File: config.mk
export PLATFORM = sky130hd
export DESIGN_NAME = pipe_fifo_buffer
export DESIGN_NICKNAME = d
export VERILOG_FILES = /design/src/rtl/pipe_fifo_buffer.sv
export SDC_FILE = /design/constraint.sdc
export NUM_CORES = 1
export LEC_CHECK = 0
export BUFFER_PORTS_ARGS = -buffer_cell sky130_fd_sc_hd__buf_2
export CORE_AREA = 3 3 404 206
export CTS_CLUSTER_SIZE = 30
export DETAILED_ROUTE_END_ITERATION = 8
export DIE_AREA = 0 0 407 209
export PLACE_DENSITY = 0.46
export SLEW_MARGIN = 20
export SYNTH_ARGS = -nofsm -noshare
export SYNTH_HDL_FRONTEND = slang
export SYNTH_SLANG_ARGS = --single-unit
File: constraint.sdc
create_clock -name okClk -period 12.4 [get_ports okClk]
set_input_delay 1.86 -clock okClk [delete_from_list [all_inputs] [get_ports okClk]]
set_output_delay 1.86 -clock okClk [all_outputs]
set_load 0.01 [all_outputs]
File: src/rtl/pipe_fifo_buffer.sv
// DEPTH-deep circular word buffer between an okPipeIn (write) and an okPipeOut
// (read) endpoint. Supports a FIFO read mode and a non-destructive replay mode.
// It also keeps saturating overflow/underflow counters and supports a soft flush.
module pipe_fifo_buffer #(
    parameter int DATA_W = 32,
    parameter int DEPTH  = 16,
    parameter int CNT_W  = 16
) (
    input  logic                         okClk,
    input  logic                         rst,
    input  logic                         clr,
    input  logic                         mode,
    input  logic                         wr_en,
    input  logic [DATA_W-1:0]            wr_data,
    input  logic                         rd_en,
    output logic [DATA_W-1:0]            rd_data,
    output logic [$clog2(DEPTH):0]       count,
    output logic                         full,
    output logic                         empty,
    output logic [CNT_W-1:0]             overflow_cnt,
    output logic [CNT_W-1:0]             underflow_cnt,
    output logic [7:0]                   last_word
);

    localparam int ADDR_W = $clog2(DEPTH);
    localparam logic [ADDR_W:0] DEPTH_C = (ADDR_W+1)'(DEPTH);

    // Storage: written synchronously, read through the registered rd_data port.
    logic [DATA_W-1:0] mem [DEPTH];

    logic [ADDR_W-1:0] wr_ptr_reg,     wr_ptr_next;
    logic [ADDR_W-1:0] rd_ptr_reg,     rd_ptr_next;
    logic [ADDR_W-1:0] replay_ptr_reg, replay_ptr_next;
    logic [ADDR_W:0]   replay_idx_reg, replay_idx_next;
    logic [ADDR_W:0]   count_reg,      count_next;
    logic [DATA_W-1:0] rd_data_reg,    rd_data_next;
    logic [CNT_W-1:0]  ovf_reg,        ovf_next;
    logic [CNT_W-1:0]  unf_reg,        unf_next;
    logic [7:0]        last_word_reg,  last_word_next;

    logic              is_full;
    logic              is_empty;
    logic              pop;
    logic              wr_accept;
    logic [ADDR_W-1:0] rd_addr;

    // Next-state computation for pointers, occupancy, read data and counters.
    always_comb begin
        is_full         = (count_reg == DEPTH_C);
        is_empty        = (count_reg == '0);
        pop             = ~mode & rd_en & ~is_empty;
        wr_accept       = wr_en & (~is_full | pop);
        rd_addr         = mode ? replay_ptr_reg : rd_ptr_reg;

        wr_ptr_next     = wr_ptr_reg;
        rd_ptr_next     = rd_ptr_reg;
        replay_ptr_next = replay_ptr_reg;
        replay_idx_next = replay_idx_reg;
        count_next      = count_reg;
        rd_data_next    = rd_data_reg;
        ovf_next        = ovf_reg;
        unf_next        = unf_reg;
        last_word_next  = last_word_reg;

        if (wr_accept) begin
            wr_ptr_next    = wr_ptr_reg + 1'b1;
            last_word_next = wr_data[7:0];
        end else if (wr_en && ovf_reg != '1) begin
            ovf_next = ovf_reg + 1'b1;
        end

        if (pop) begin
            rd_ptr_next = rd_ptr_reg + 1'b1;
        end

        if (rd_en) begin
            if (is_empty) begin
                // Reads while empty return zero regardless of mode.
                rd_data_next = '0;
                if (unf_reg != '1) begin
                    unf_next = unf_reg + 1'b1;
                end
            end else begin
                rd_data_next = mem[rd_addr];
            end
        end

        if (!mode) begin
            // Keep replay aligned with the oldest word so replay always starts there.
            replay_ptr_next = rd_ptr_next;
            replay_idx_next = '0;
        end else if (rd_en && !is_empty) begin
            if (replay_idx_reg == count_reg - 1'b1) begin
                replay_ptr_next = rd_ptr_reg;
                replay_idx_next = '0;
            end else begin
                replay_ptr_next = replay_ptr_reg + 1'b1;
                replay_idx_next = replay_idx_reg + 1'b1;
            end
        end

        case ({wr_accept, pop})
            2'b10:   count_next = count_reg + 1'b1;
            2'b01:   count_next = count_reg - 1'b1;
            default: count_next = count_reg;
        endcase
    end

    // State register: reset clears everything, clr empties but keeps counters and outputs.
    always_ff @(posedge okClk) begin
        if (rst) begin
            wr_ptr_reg     <= '0;
            rd_ptr_reg     <= '0;
            replay_ptr_reg <= '0;
            replay_idx_reg <= '0;
            count_reg      <= '0;
            rd_data_reg    <= '0;
            ovf_reg        <= '0;
            unf_reg        <= '0;
            last_word_reg  <= '0;
        end else if (clr) begin
            wr_ptr_reg     <= '0;
            rd_ptr_reg     <= '0;
            replay_ptr_reg <= '0;
            replay_idx_reg <= '0;
            count_reg      <= '0;
        end else begin
            wr_ptr_reg     <= wr_ptr_next;
            rd_ptr_reg     <= rd_ptr_next;
            replay_ptr_reg <= replay_ptr_next;
            replay_idx_reg <= replay_idx_next;
            count_reg      <= count_next;
            rd_data_reg    <= rd_data_next;
            ovf_reg        <= ovf_next;
            unf_reg        <= unf_next;
            last_word_reg  <= last_word_next;
        end
    end

    // Memory write port; a new word is readable from the following cycle.
    always_ff @(posedge okClk) begin
        if (!rst && !clr && wr_accept) begin
            mem[wr_ptr_reg] <= wr_data;
        end
    end

    assign rd_data       = rd_data_reg;
    assign count         = count_reg;
    assign full          = is_full;
    assign empty         = is_empty;
    assign overflow_cnt  = ovf_reg;
    assign underflow_cnt = unf_reg;
    assign last_word     = last_word_reg;

endmodule

==> results_dict.tcl <==
set metrics [dict create \
    cts_tree "built" \
    finalHoldViolations 0 \
    ios 117 \
    grt_max_degree 132 \
    synth_top_cell_area_share 0.642 \
    cp_num_buf_inv 2 \
    synth_top_cells_by_count "edfxtp_1, nand2_1, nand3_1" \
    p_sw_frac 0.212 \
    start_util 0.301 \
    min_path_type "flop to flop" \
    cts_buffer_depth 3 \
    slowest_delay_ns 0.89 \
    clock_latency_ns 0.65 \
    period_share 0.362 \
    synth.most_common_cell "edfxtp_1" \
    fin_skew_ns 0.0487 \
    synthTopCellsByArea "edfxtp_1, dfxtp_1, nand2_1, mux4_2, nand3_1" \
    syn_nets 1789 \
    slew_headroom 0.298 \
    power_frac_comb 0.029 \
    synth_top_area_cell "edfxtp_1" \
    rsz0062_at_grt "no" \
    postCtsHoldBufs 0 \
    worst_slew_pin_slew_ns 1.05 \
    power.internal_mw 3.31 \
    r2r_slack_ns 9.01 \
    synth_cell_types 56 \
    power.switching_mw 0.887 \
    grt_util_met1 0.212 \
    worstPathRequired_ns 12.92 \
    cp.arrival_ns 5.01 \
    whs_endpoint "rd_data[19]$_SDFFE_PP0P_" \
    yosysSeqAreaShare 0.720 \
    p_leak_nw 8.99 \
    num_rows 73 \
    ff2ff_path_depth 8 \
    final_net_count 1890 \
    clk_pin_slew_ns 0.06 \
    crit_chain "buf_2 > mux2_4 > buf_4 > mux4_2 > o2111ai_1 > o21ai_0" \
    syn_area_per_cell_sq_um 13.8 \
    die_area_sq_um 85100 \
    async_reset_ff_frac 0 \
    drv_slew 0 \
    whs_path_depth 2 \
    wl_per_cell_um 22.3 \
    start_kind "input port" \
    n_fill_cell 7679 \
    grt_pass1_vias 14460 \
    status "completed" \
    power.density_nw_per_um2 150 \
    cp-end-kind "flop" \
    largest_register_ffs 512 \
    first_pass_iters 5 \
    io_buffers 116 \
    grtUsageMet2 0.256 \
    placed_cell_area_sq_um 25900 \
    totalWireLength_um 66300 \
    drt-vias-per-instance 4.88 \
    stdcell_area_sq_um 27900 \
    antenna_found_initial 4 \
    use_met3 0.0245 \
    instances_no_fill 2978 \
    cts-root-buf "clkbuf_16" \
    numCtsBuffers 57 \
    detailed_place_hpwl_um 33600 \
    detail-route-antenna-nets 0 \
    syn-instance-count 1740 \
    drive_above_1_share 0.167 \
    synth_ff_type "edfxtp_1" \
    die_w_um 407 \
    cts_setup_buffers 0 \
    busiest_layer "met2" \
    synth-edff-count 512 \
    cap_violations 0 \
    power_frac_seq 0.530 \
    ir_drop_uv 98.6 \
    power_mw 4.19 \
    p_clk_frac 0.441 \
    criticalPathCategory "input port to flop" \
    ys_ff_latch 606 \
    coreArea_sq_um 79600 \
    die_y_um 209 \
    place_inst 2869 \
    path_delay_family "multiplexers" \
    hold_start "rd_data[19]$_SDFFE_PP0P_" \
    syn-cell-area_sq_um 24000 \
    max_freq_ghz 0.223 \
    grt_pass1_wl_um 97600 \
    grt_overflow 0 \
    rr_startpoint "count[0]$_SDFFE_PP0P_" \
    cts.sinks 606 \
    fin_setup_tns_ns 0 \
    area_delta_synth_final_pct 16.4 \
    drtIter0Drc 974 \
    cts_resized 0 \
    period_needed_ns 4.49 \
    setup_viol 0 \
    slowest_stage "mux2_4" \
    h-tree-depth 2 \
    place_congestion 0.742 \
    yosysWarnings 0 \
    cp_max_fo 56 \
    r2r_end "mem[4][18]$_DFFE_PP_" \
    drcViolationCount 0 \
    vias 14528 \
    grt_util_all_layers 0.154 \
]
## power groups by stage
stage / Combinational [mW] / Clock, mW / Sequential (mW)
2_1_floorplan: 0.0587 / 0 / 2.27
3_3_place_gp: 0.121 / 0 / 2.27
3_5_place_dp: 0.122 / 0 / 2.27
4_1_cts: 0.122 / 1.90 / 2.22
5_1_grt: 0.132 / 1.98 / 2.22
6_report: 0.120 / 1.85 / 2.22
## worst max-delay path by stage
stage	from	to	slack [ns]	cells after the start
global placement	mode	rd_data[17]$_SDFFE_PP0P_	7.29	6
detailed placement	mode	rd_data[4]$_SDFFE_PP0P_	7.22	6
finish	mode	rd_data[8]$_SDFFE_PP0P_	7.91	6
floorplan	mode	mem[1][0]$_DFFE_PP_	5.92	6
global route	mode	rd_data[4]$_SDFFE_PP0P_	7.65	6
CTS	mode	rd_data[4]$_SDFFE_PP0P_	7.92	6
## kinds of logic after synthesis
logic type | Yosys count | share of synthesized area
AO/OA/AOI/OAI | 189 | 0.0534
buffers and inverters | 127 | 0.0217
flip-flops | 606 | 0.720
adder cells (fa/ha/maj) | 11 | 0.00574
multiplexers | 92 | 0.0570
XOR/XNOR | 40 | 0.0146
AND/OR/NAND/NOR | 675 | 0.128
## layout by cell type, fill, tap and decap left out, types with 6 or more instances in the layout
| cell | n |
|---|---|
| mux4_2 | 35 |
| o31ai_1 | 13 |
| o21ai_1 | 10 |
| nor3_1 | 9 |
| nor4_1 | 6 |
| nand3_1 | 112 |
| mux2i_1 | 50 |
| xor2_1 | 15 |
| clkinv_1 | 10 |
| a21oi_1 | 41 |
| ha_1 | 11 |
| nor2_4 | 13 |
| clkbuf_16 | 58 |
| o2111ai_1 | 9 |
| nand2b_1 | 9 |
| nor2_1 | 64 |
| edfxtp_1 | 512 |
| xnor2_1 | 25 |
| buf_4 | 33 |
| nand2_1 | 353 |
| or3_1 | 8 |
| nor2b_1 | 6 |
| bufinv_16 | 9 |
| o21ai_0 | 22 |
| a31oi_1 | 6 |
| dfxtp_1 | 94 |
| clkinv_2 | 11 |
| buf_2 | 116 |
| a32oi_1 | 36 |
| and3_1 | 7 |
| clkbuf_1 | 7 |
| o22ai_1 | 18 |
| nand4_1 | 55 |
| inv_1 | 19 |
| nand3b_1 | 6 |
## final cells by class
type | count | area, sq um | share of cell area
sequential | 606 | 17300 | 0.619
multi-input combinational | 1007 | 6380 | 0.229
clock buffer | 66 | 1490 | 0.0535
tap | 1087 | 1360 | 0.0488
timing repair buffer | 150 | 848 | 0.0304
clock inverter | 42 | 490 | 0.0176
inverter | 19 | 71.3 | 0.00256
antenna | 1 | 2.50 | 0.0000897
## per-layer routing
metal,routed length [um],part of all wire
met5,41,0.00062
met4,1290,0.020
met3,2850,0.043
met2,31600,0.48
met1,30500,0.46
## worst reg2reg max path: stages, from the launching register on
cell and delay (ns):
dfxtp_1 0.51, inv_1 0.08, ha_1 0.29, or3b_2 0.28
o31ai_1 0.15, nor2_1 0.17, nand3b_1 0.35, nor2_4 0.77
buf_4 0.46
## stage by stage
stage           util  hold WS [ns]  setup slack, ns
2_1_floorplan      -         0.473             5.92
3_3_place_gp   0.326         0.437             7.29
3_5_place_dp   0.326         0.449             7.22
4_1_cts        0.351         0.459             7.92
5_1_grt        0.351         0.480             7.65
6_report       0.351         0.456             7.91
Power figures use the tool's default switching activity.
